### config.mk
export PLATFORM = sky130hd
export DESIGN_NAME = cci_mpf_shim_rd_arbiter
export DESIGN_NICKNAME = d
export VERILOG_FILES = /design/src/rtl/cci_mpf_rd_arb_pkg.sv /design/src/rtl/cci_mpf_prim_rr_arb.sv /design/src/rtl/cci_mpf_shim_rd_arbiter.sv
export SDC_FILE = /design/constraint.sdc
export NUM_CORES = 1
export LEC_CHECK = 0
export ABC_AREA = 1
export CORE_AREA = 2 2 533 535
export DETAILED_ROUTE_END_ITERATION = 6
export DIE_AREA = 0 0 535 537
export GPL_TIMING_DRIVEN = 0
export PLACE_DENSITY = 0.35
export SLEW_MARGIN = 10
export SYNTH_ARGS = -nofsm -noshare
export SYNTH_HDL_FRONTEND = slang
export SYNTH_SLANG_ARGS = --single-unit
### constraint.sdc
create_clock -name clk -period 3.8 [get_ports clk]
set_input_delay 1.14 -clock clk [delete_from_list [all_inputs] [get_ports clk]]
set_output_delay 1.14 -clock clk [all_outputs]
set_load 0.02 [all_outputs]
### src/rtl/cci_mpf_rd_arb_pkg.sv
// cci_mpf_rd_arb_pkg: shared client types and Mdata tag helpers for the MPF read arbiter
package cci_mpf_rd_arb_pkg;
  localparam int MAX_CLIENTS = 16;
  localparam int MAX_ID_BITS = 4;
  localparam int MAX_MDATA_BITS = 64;
  typedef logic [MAX_ID_BITS-1:0] t_client_idx;
  typedef logic [MAX_CLIENTS-1:0] t_client_mask;
  typedef logic [MAX_MDATA_BITS-1:0] t_mdata;
  function automatic int id_bits(input int n_clients);
    return (n_clients <= 2) ? 1 : $clog2(n_clients);
  endfunction
  function automatic t_mdata tag_insert(input t_mdata md, input int n_md, input int n_id, input t_client_idx idx);
    t_mdata r = md;
    for (int i = 0; i < MAX_ID_BITS; i++)
      if (i < n_id) r[n_md - n_id + i] = idx[i];
    return r;
  endfunction
  function automatic t_mdata tag_strip(input t_mdata md, input int n_md, input int n_id);
    return tag_insert(md, n_md, n_id, '0);
  endfunction
  function automatic t_client_idx tag_get(input t_mdata md, input int n_md, input int n_id);
    t_client_idx r = '0;
    for (int i = 0; i < MAX_ID_BITS; i++)
      if (i < n_id) r[i] = md[n_md - n_id + i];
    return r;
  endfunction
endpackage

### src/rtl/cci_mpf_prim_rr_arb.sv
// cci_mpf_prim_rr_arb: round-robin arbiter with one-hot grant, index and rotating pointer
module cci_mpf_prim_rr_arb
  import cci_mpf_rd_arb_pkg::*;
#(
  parameter int N_CLIENTS = 4
) (
  input  logic                 clk,
  input  logic                 reset,
  input  logic [N_CLIENTS-1:0] req,
  output logic [N_CLIENTS-1:0] grant,
  output t_client_idx          grant_idx,
  output logic                 grant_valid
);
  t_client_idx ptr_q, ptr_d;
  // First requester at or after the pointer wins, then wrap to the low indices
  always_comb begin
    grant_valid = 1'b0;
    grant_idx = '0;
    for (int i = 0; i < N_CLIENTS; i++)
      if (!grant_valid && req[i] && i >= int'(ptr_q)) begin
        grant_valid = 1'b1;
        grant_idx = t_client_idx'(i);
      end
    for (int i = 0; i < N_CLIENTS; i++)
      if (!grant_valid && req[i]) begin
        grant_valid = 1'b1;
        grant_idx = t_client_idx'(i);
      end
    grant = N_CLIENTS'(grant_valid) << grant_idx;
    ptr_d = !grant_valid ? ptr_q : (int'(grant_idx) == N_CLIENTS - 1) ? '0 : grant_idx + 1'b1;
  end
  // Pointer moves just past the winner; idle cycles leave it alone
  always_ff @(posedge clk) begin
    ptr_q <= reset ? '0 : ptr_d;
  end
endmodule

### src/rtl/cci_mpf_shim_rd_arbiter.sv
// cci_mpf_shim_rd_arbiter: shares one c0Tx read channel among clients, tags Mdata and steers responses
module cci_mpf_shim_rd_arbiter
  import cci_mpf_rd_arb_pkg::*;
#(
  parameter int N_CLIENTS = 4,
  parameter int N_ADDR_BITS = 42,
  parameter int N_MDATA_BITS = 16,
  parameter int N_DATA_BITS = 512,
  parameter int MAX_OUTSTANDING = 64
) (
  input  logic                              clk,
  input  logic                              reset,
  input  logic [N_CLIENTS-1:0]              cli_req_valid,
  input  logic [N_CLIENTS*N_ADDR_BITS-1:0]  cli_req_addr,
  input  logic [N_CLIENTS*N_MDATA_BITS-1:0] cli_req_mdata,
  output logic [N_CLIENTS-1:0]              cli_req_grant,
  output logic [N_CLIENTS-1:0]              cli_rsp_valid,
  output logic [N_MDATA_BITS-1:0]           cli_rsp_mdata,
  output logic [N_DATA_BITS-1:0]            cli_rsp_data,
  output logic                              fiu_req_valid,
  output logic [N_ADDR_BITS-1:0]            fiu_req_addr,
  output logic [N_MDATA_BITS-1:0]           fiu_req_mdata,
  input  logic                              fiu_alm_full,
  input  logic                              fiu_rsp_valid,
  input  logic [N_MDATA_BITS-1:0]           fiu_rsp_mdata,
  input  logic [N_DATA_BITS-1:0]            fiu_rsp_data,
  output logic                              err_unexp_rsp
);
  localparam int ID_BITS = id_bits(N_CLIENTS);
  localparam int CNT_BITS = $clog2(MAX_OUTSTANDING + 1);
  logic                    alm_full_q;
  logic [N_CLIENTS-1:0]    elig, grant;
  t_client_idx             grant_idx, rsp_tag;
  logic                    grant_valid;
  logic [N_ADDR_BITS-1:0]  sel_addr;
  logic [N_MDATA_BITS-1:0] sel_mdata;
  logic                    fiu_req_valid_q, fiu_req_valid_d;
  logic [N_ADDR_BITS-1:0]  fiu_req_addr_q, fiu_req_addr_d;
  logic [N_MDATA_BITS-1:0] fiu_req_mdata_q, fiu_req_mdata_d;
  logic [N_CLIENTS-1:0]    cli_rsp_valid_q, cli_rsp_valid_d;
  logic [N_MDATA_BITS-1:0] cli_rsp_mdata_q, cli_rsp_mdata_d;
  logic [N_DATA_BITS-1:0]  cli_rsp_data_q;
  logic                    err_q, err_d;
  logic [CNT_BITS-1:0]     cnt_q [N_CLIENTS];
  logic [CNT_BITS-1:0]     cnt_d [N_CLIENTS];
  // A client competes only while under its cap and the registered almost-full is clear
  always_comb begin
    for (int i = 0; i < N_CLIENTS; i++)
      elig[i] = cli_req_valid[i] && cnt_q[i] < CNT_BITS'(MAX_OUTSTANDING) && !alm_full_q;
  end
  cci_mpf_prim_rr_arb #(.N_CLIENTS(N_CLIENTS)) u_arb (
    .clk         (clk),
    .reset       (reset),
    .req         (elig),
    .grant       (grant),
    .grant_idx   (grant_idx),
    .grant_valid (grant_valid)
  );
  // Mux the winner's request and stamp its index into the Mdata tag field
  always_comb begin
    sel_addr = '0;
    sel_mdata = '0;
    for (int i = 0; i < N_CLIENTS; i++)
      if (grant[i]) begin
        sel_addr = cli_req_addr[i*N_ADDR_BITS +: N_ADDR_BITS];
        sel_mdata = cli_req_mdata[i*N_MDATA_BITS +: N_MDATA_BITS];
      end
    fiu_req_valid_d = grant_valid;
    fiu_req_addr_d = sel_addr;
    fiu_req_mdata_d = N_MDATA_BITS'(tag_insert(t_mdata'(sel_mdata), N_MDATA_BITS, ID_BITS, grant_idx));
  end
  // Steer responses by tag and keep per-client in-flight counts; stray responses latch the error
  always_comb begin
    rsp_tag = tag_get(t_mdata'(fiu_rsp_mdata), N_MDATA_BITS, ID_BITS);
    cli_rsp_mdata_d = N_MDATA_BITS'(tag_strip(t_mdata'(fiu_rsp_mdata), N_MDATA_BITS, ID_BITS));
    err_d = err_q || (fiu_rsp_valid && int'(rsp_tag) >= N_CLIENTS);
    for (int i = 0; i < N_CLIENTS; i++) begin
      cli_rsp_valid_d[i] = fiu_rsp_valid && int'(rsp_tag) == i;
      err_d = err_d || (cli_rsp_valid_d[i] && cnt_q[i] == '0);
      cnt_d[i] = (grant[i] && !(cli_rsp_valid_d[i] && cnt_q[i] != '0)) ? cnt_q[i] + 1'b1 :
                 (!grant[i] && cli_rsp_valid_d[i] && cnt_q[i] != '0) ? cnt_q[i] - 1'b1 : cnt_q[i];
    end
  end
  // All channel outputs and bookkeeping are registered
  always_ff @(posedge clk) begin
    if (reset) begin
      alm_full_q <= 1'b0;
      fiu_req_valid_q <= 1'b0;
      fiu_req_addr_q <= '0;
      fiu_req_mdata_q <= '0;
      cli_rsp_valid_q <= '0;
      cli_rsp_mdata_q <= '0;
      cli_rsp_data_q <= '0;
      err_q <= 1'b0;
      for (int i = 0; i < N_CLIENTS; i++) cnt_q[i] <= '0;
    end else begin
      alm_full_q <= fiu_alm_full;
      fiu_req_valid_q <= fiu_req_valid_d;
      fiu_req_addr_q <= fiu_req_addr_d;
      fiu_req_mdata_q <= fiu_req_mdata_d;
      cli_rsp_valid_q <= cli_rsp_valid_d;
      cli_rsp_mdata_q <= cli_rsp_mdata_d;
      cli_rsp_data_q <= fiu_rsp_data;
      err_q <= err_d;
      for (int i = 0; i < N_CLIENTS; i++) cnt_q[i] <= cnt_d[i];
    end
  end
  assign cli_req_grant = grant;
  assign fiu_req_valid = fiu_req_valid_q;
  assign fiu_req_addr = fiu_req_addr_q;
  assign fiu_req_mdata = fiu_req_mdata_q;
  assign cli_rsp_valid = cli_rsp_valid_q;
  assign cli_rsp_mdata = cli_rsp_mdata_q;
  assign cli_rsp_data = cli_rsp_data_q;
  assign err_unexp_rsp = err_q;
  // Clients must leave the tag field clear; the arbiter overwrites it regardless
  assert property (@(posedge clk) disable iff (reset) grant_valid |-> sel_mdata[N_MDATA_BITS-1 -: ID_BITS] == '0);
endmodule

==> flow_summary.yaml, run 1 <==
power_and_ir_drop:
  ir_drop_v: 0.000291
  finalPower_mw: 23.1
  power_density_nw_per_um2: 548
  leakage_nw: 17.8
floorplanning:
  die_h_um: 537
  core_area_sq_um: 281000
  design.die.area_sq_um: 287000
  io_pins: 1364
  start_util_pct: 7.28
  die_w_um: 535
  row_count: 195
timing:
  period_minus_slack_ns: 3.71
  fin_hold_ws_ns: 0.513
  report.final.slew_viol_count: 0
  fmax_mhz: 270
  fin_skew_ns: 0.0596
  tightest_slew_ns: 1.09
  hold_viol: 0
  rsz0062_at_grt: "no"
  tns_ns: 0
  fin_ws_ns: 0.0897
  period_share_pct: 97.6
  setup_viol_count_final: 0
  slew_headroom_pct: 27.1
worst_setup_path:
  worstPathMaxFanout: 10
  cp.required_ns: 2.66
  cp.arrival_ns: 2.57
  worst-setup-path-type: "primary input to output pin"
  cp-end-kind: "output pin"
  cp-start-kind: "primary input"
layout:
  fin_nets: 4716
  layout-drive-gt1-share_pct: 6.87
  syn2layout_area_growth_pct: 106
  final_util_pct: 15.0
  layout.cells.non_filler: 7780
  final_area_sq_um: 42200
synth:
  synth_cell_type_count: 37
  async_flop_share_pct: 0
  syn_area_per_cell_sq_um: 8.31
  synth_flop_cell: "dfxtp_1"
  synth_top_area_share_pct: 60.7
  ys_seq_area_share_pct: 60.7
  ys_warn_count: 0
  ys_seq_elements: 621
  syn_inst: 2464
  synth_edf_count: 0
  yosys.area.top_type: "dfxtp_1"
  synth_area_sq_um: 20500
  ys_top_cells_by_area: "dfxtp_1 (61%), inv_1 (11%), nor2_1 (11%), nand2_1 (3.8%), o21ai_0 (1.7%)"
min_path:
  min_path_type: "flip-flop to flip-flop"
grt:
  gr-total-overflow: 0
  grt_use_met3_pct: 6.41
  grt_pass1_wl_um: 241000
  grt_max_degree: 19
  antenna_found_initial: 119
  met2_usage_pct: 20.3
  first_global_vias: 22500
  use_met1_pct: 15.9
  gr-usage-all-layers_pct: 13.0
  busiest_layer: "met2"
clock_tree:
  numCtsBuffers: 93
  cts_root_buffer: "clkbuf_16"
  clock-sinks: 621
  h-tree-depth: 3
  clk_path_buf_depth: 4
  clk_pin_slew_ns: 0.06
  hold_buffers: 0
  clk_latency_ns: 0.81
  cts_tree: "yes"
drt:
  via_count: 21500
  antenna_left: 0
  routedWlPerCell_um: 25.0
  drtIter0Drc: 1034
  drt_first_pass_iters: 5
  via_per_inst: 2.76
  drcViolationCount: 0
  routed_wl_um: 194000
place:
  gp_congestion: 0.927
  pre_cts_slack_ns: -1.34
  port_buffers: 1352
  dpl.hpwl_um: 172000
  dpl_cell_area_sq_um: 38800
  dpl.cell_count: 7564
flow_run:
  cap_violations: 0
status:
  status: "complete, no violations"
## placed cells by master (no fill, tap or decap), drive strengths merged, types with 3 or more instances in the layout
| master | synthesis | final |
|---|---|---|
| a21oi | 93 | 93 |
| nor2 | 581 | 581 |
| clkinvlp | 0 | 6 |
| ha | 22 | 22 |
| o21ai | 86 | 86 |
| dfxtp | 621 | 621 |
| inv | 622 | 628 |
| xnor2 | 10 | 10 |
| clkinv | 0 | 12 |
| diode | 0 | 46 |
| clkbuf | 72 | 207 |
| buf | 32 | 44 |
| bufinv | 0 | 5 |
| nand2 | 220 | 220 |
| a21boi | 56 | 56 |
| clkdlybuf4s15 | 0 | 4 |
| nor3 | 7 | 7 |
| nand3 | 24 | 24 |
| xor2 | 3 | 3 |
| clkdlybuf4s50 | 0 | 1344 |
| fa | 4 | 4 |
## cell usage after synthesis, types with 2 or more instances
cell type,number
a21boi_0,27
a21boi_1,29
a21oi_1,64
a21oi_2,28
a31oi_1,2
buf_1,3
buf_2,13
buf_4,5
buf_6,10
clkbuf_1,72
dfxtp_1,621
fa_1,4
ha_1,22
inv_1,604
inv_2,18
nand2_1,205
nand2_2,15
nand3_1,23
nand4_1,2
nor2_1,577
nor2_2,2
nor2_4,2
nor3_1,7
o21ai_0,68
o21ai_1,18
xnor2_1,10
xor2_1,3
## layout make-up
cell class              count  area [sq um]
repair buffers           1364         13700
well taps                3743          4680
diodes                     46           115
multi-input cells        1118          5290
inverters                 622          2350
fillers                 31900        239000
clock inverters            29           337
clock buffers             135          2780
plain buffers             102           515
flip-flops and latches    621         12400
## worst paths after layout
kind | start | endpoint | slack, ns | cells past startpoint
setup / recovery | cli_req_valid[1] | cli_req_grant[2] | 0.09 | 12
hold / removal | u_arb.ptr_q[0] | u_arb.ptr_q[0] | 0.51 | 2
setup reg to reg | cnt_q[3][6] | cnt_q[3][6] | 0.58 | 15
hold reg to reg | u_arb.ptr_q[0] | u_arb.ptr_q[0] | 0.51 | 2
## timing repair
item	in CTS	in global routing
setup buffers	6	2
resized for setup	43	6
endpoints found under the setup margin	5	4
pin swaps	5	3
## layer usage
metal	vias up	routed length [um]
met5	-	229
met4	36	5230
met3	291	23500
met2	1241	84300
met1	9832	81200
li1	10100	-
## critical path: stages
cell and delay (ns):
clkdlybuf4s15_2 0.26, nand2_2 0.09, nor2_4 0.22, nand2_2 0.10, nand2_1 0.08, nand2_1 0.08, nand2_4 0.10, inv_2 0.07
nand2_4 0.09, inv_6 0.04, buf_6 0.13, buf_4 0.15
## power breakdown
group | switching (mW) | internal (mW) | leakage, nW
logic | 3.97 | 2.71 | 11.1
clock network | 3.57 | 5.40 | 1.53
registers | 0.320 | 7.15 | 5.17
total | 7.86 | 15.3 | 17.8
## flip-flops by register name, indices dropped and copies added (netlist names)
name           count
cli_rsp_data     512
fiu_req_addr      42
cnt_q             28
fiu_req_mdata     16
cli_rsp_mdata     14
cli_rsp_valid      4
u_arb.ptr_q        2
alm_full_q         1
err_unexp_rsp      1
fiu_req_valid      1
## kinds of logic (layout without fill, tap and decap cells)
kind of cell / after synthesis / count (layout) / share of synthesized area [%]
AO/OA/AOI/OAI: 240 / 240 / 7.20
AND/OR/NAND/NOR: 837 / 837 / 15.9
other: 1 / 48 / 0.0183
adder cells (fa/ha/maj): 26 / 26 / 1.73
buffers and inverters: 726 / 2252 / 13.9
flip-flops: 621 / 621 / 60.7
XOR/XNOR: 13 / 13 / 0.556
Note: power is estimated with default switching activity, not from simulation.
==> run 2: changes to the inputs <==
--- a/config.mk
+++ b/config.mk
@@ -7,10 +7,12 @@
 export LEC_CHECK = 0
 export ABC_AREA = 1
 export CORE_AREA = 2 2 533 535
+export CTS_CLUSTER_DIAMETER = 150
 export DETAILED_ROUTE_END_ITERATION = 6
 export DIE_AREA = 0 0 535 537
 export GPL_TIMING_DRIVEN = 0
 export PLACE_DENSITY = 0.35
+export RECOVER_POWER = 50
 export SLEW_MARGIN = 10
 export SYNTH_ARGS = -nofsm -noshare
 export SYNTH_HDL_FRONTEND = slang
==> run 2 against run 1 <==
Against the previous run:
- largest cell class unchanged
- cell area is 0.16% lower
- critical path type unchanged
- first-iteration DRC count is 2.3% lower
- final cell count hardly changed
- critical path depth stayed put
- total power is 0.11% higher
==> flow_summary.yaml, run 2 (synthesis gave the netlist of run 1 again) <==
status:
  status: "complete, no violations"
worst_setup_path:
  worstPathMaxFanout: 10
  worst-setup-path-type: "primary input to output pin"
  cp-start-kind: "primary input"
  cp.arrival_ns: 2.57
  cp-end-kind: "output pin"
  cp.required_ns: 2.66
timing:
  tns_ns: 0
  period_share_pct: 97.6
  rsz0062_at_grt: "no"
  fin_skew_ns: 0.0387
  report.final.slew_viol_count: 0
  slew_headroom_pct: 2.33
  period_minus_slack_ns: 3.71
  setup_viol_count_final: 0
  fmax_mhz: 270
  hold_viol: 0
  fin_hold_ws_ns: 0.513
  tightest_slew_ns: 1.47
grt:
  gr-total-overflow: 0
  gr-usage-all-layers_pct: 13.0
  grt_use_met3_pct: 6.43
  first_global_vias: 22500
  grt_pass1_wl_um: 241000
  antenna_found_initial: 121
  grt_max_degree: 19
  busiest_layer: "met2"
  met2_usage_pct: 20.3
  use_met1_pct: 15.9
clock_tree:
  numCtsBuffers: 94
  cts_root_buffer: "clkbuf_16"
  clk_path_buf_depth: 4
  h-tree-depth: 3
  hold_buffers: 0
  clk_latency_ns: 0.80
  clock-sinks: 621
  cts_tree: "yes"
  clk_pin_slew_ns: 0.06
drt:
  antenna_left: 0
  drtIter0Drc: 1010
  via_count: 21500
  drcViolationCount: 0
  routed_wl_um: 194000
  routedWlPerCell_um: 25.0
  drt_first_pass_iters: 5
  via_per_inst: 2.77
power_and_ir_drop:
  leakage_nw: 17.8
  power_density_nw_per_um2: 549
  ir_drop_v: 0.000305
place:
  dpl.hpwl_um: 172000
  gp_congestion: 0.927
  port_buffers: 1352
  dpl_cell_area_sq_um: 38800
floorplanning:
  design.die.area_sq_um: 287000
  start_util_pct: 7.28
  row_count: 195
  io_pins: 1364
  die_w_um: 535
  die_h_um: 537
  core_area_sq_um: 281000
layout:
  layout-drive-gt1-share_pct: 6.31
  largest_register_ffs: 512
  fin_nets: 4717
  final_area_sq_um: 42100
  mostFrequentLayoutCell: "clkdlybuf4s50_1"
  syn2layout_area_growth_pct: 106
  layout_common_cells: "clkdlybuf4s50_1 (1323), dfxtp_1 (621), inv_1 (607)"
  final_util_pct: 15.0
  fillers: 31900
flow_run:
  cap_violations: 0
min_path:
  min_path_type: "flip-flop to flip-flop"
## run 2: power breakdown
group          internal [mW]  leakage, nW  switching (mW)  total, mW
Clock                   5.46         1.55            3.61       9.07
Combinational           2.66         11.1            3.95       6.61
Sequential              7.15         5.17           0.322       7.47
## run 2: worst paths after layout
kind | cells after the start | to | slack, ns | startpoint
setup / recovery | 12 | cli_req_grant[2] | 0.09 | cli_req_valid[1]
hold / removal | 2 | u_arb.ptr_q[0] | 0.51 | u_arb.ptr_q[0]
setup reg to reg | 15 | fiu_req_addr[9] | 0.44 | alm_full_q
hold reg to reg | 2 | u_arb.ptr_q[0] | 0.51 | u_arb.ptr_q[0]
## run 2: critical path, cell delays in order
cell	delay (ns)
clkdlybuf4s15_2	0.26
nand2_2	0.09
nor2_4	0.22
nand2_2	0.10
nand2_1	0.08
nand2_1	0.08
nand2_4	0.10
inv_2	0.07
nand2_4	0.09
inv_6	0.04
buf_6	0.13
buf_4	0.15
## run 2: final cells by class
| type | count | area, sq um | share of cell area (%) |
|---|---|---|---|
| Clock inverter | 30 | 369 | 0.877 |
| Clock buffer | 135 | 2800 | 6.64 |
| Multi-Input combinational cell | 1118 | 5260 | 12.5 |
| Tap cell | 3743 | 4680 | 11.1 |
| Timing Repair Buffer | 1364 | 13700 | 32.4 |
| Buffer | 102 | 464 | 1.10 |
| Sequential cell | 621 | 12400 | 29.5 |
| Antenna cell | 43 | 108 | 0.256 |
| Inverter | 622 | 2350 | 5.57 |
## run 2: per-stage QoR
step	setup slack [ns]	cells	power [mW]
floorplan	0.386	2465	10.5
global placement	-2.30	7560	14.3
detailed placement	-1.34	7564	14.3
CTS	-0.00485	7733	23.8
global route	0.0102	7736	24.5
finish	0.0918	7778	23.1
## run 2: layer usage
metal	routed length, um	up-vias
met1	81700	9873
met3	23000	275
li1	-	10100
met5	239	-
met2	84400	1258
met4	5100	38
## run 2: repair_timing
| item | 4_1_cts | 5_1_grt |
|---|---|---|
| setup endpoints to repair | 5 | 4 |
| pin swaps | 5 | 3 |
| buffers inserted | 6 | 2 |
| gates resized for setup | 43 | 6 |
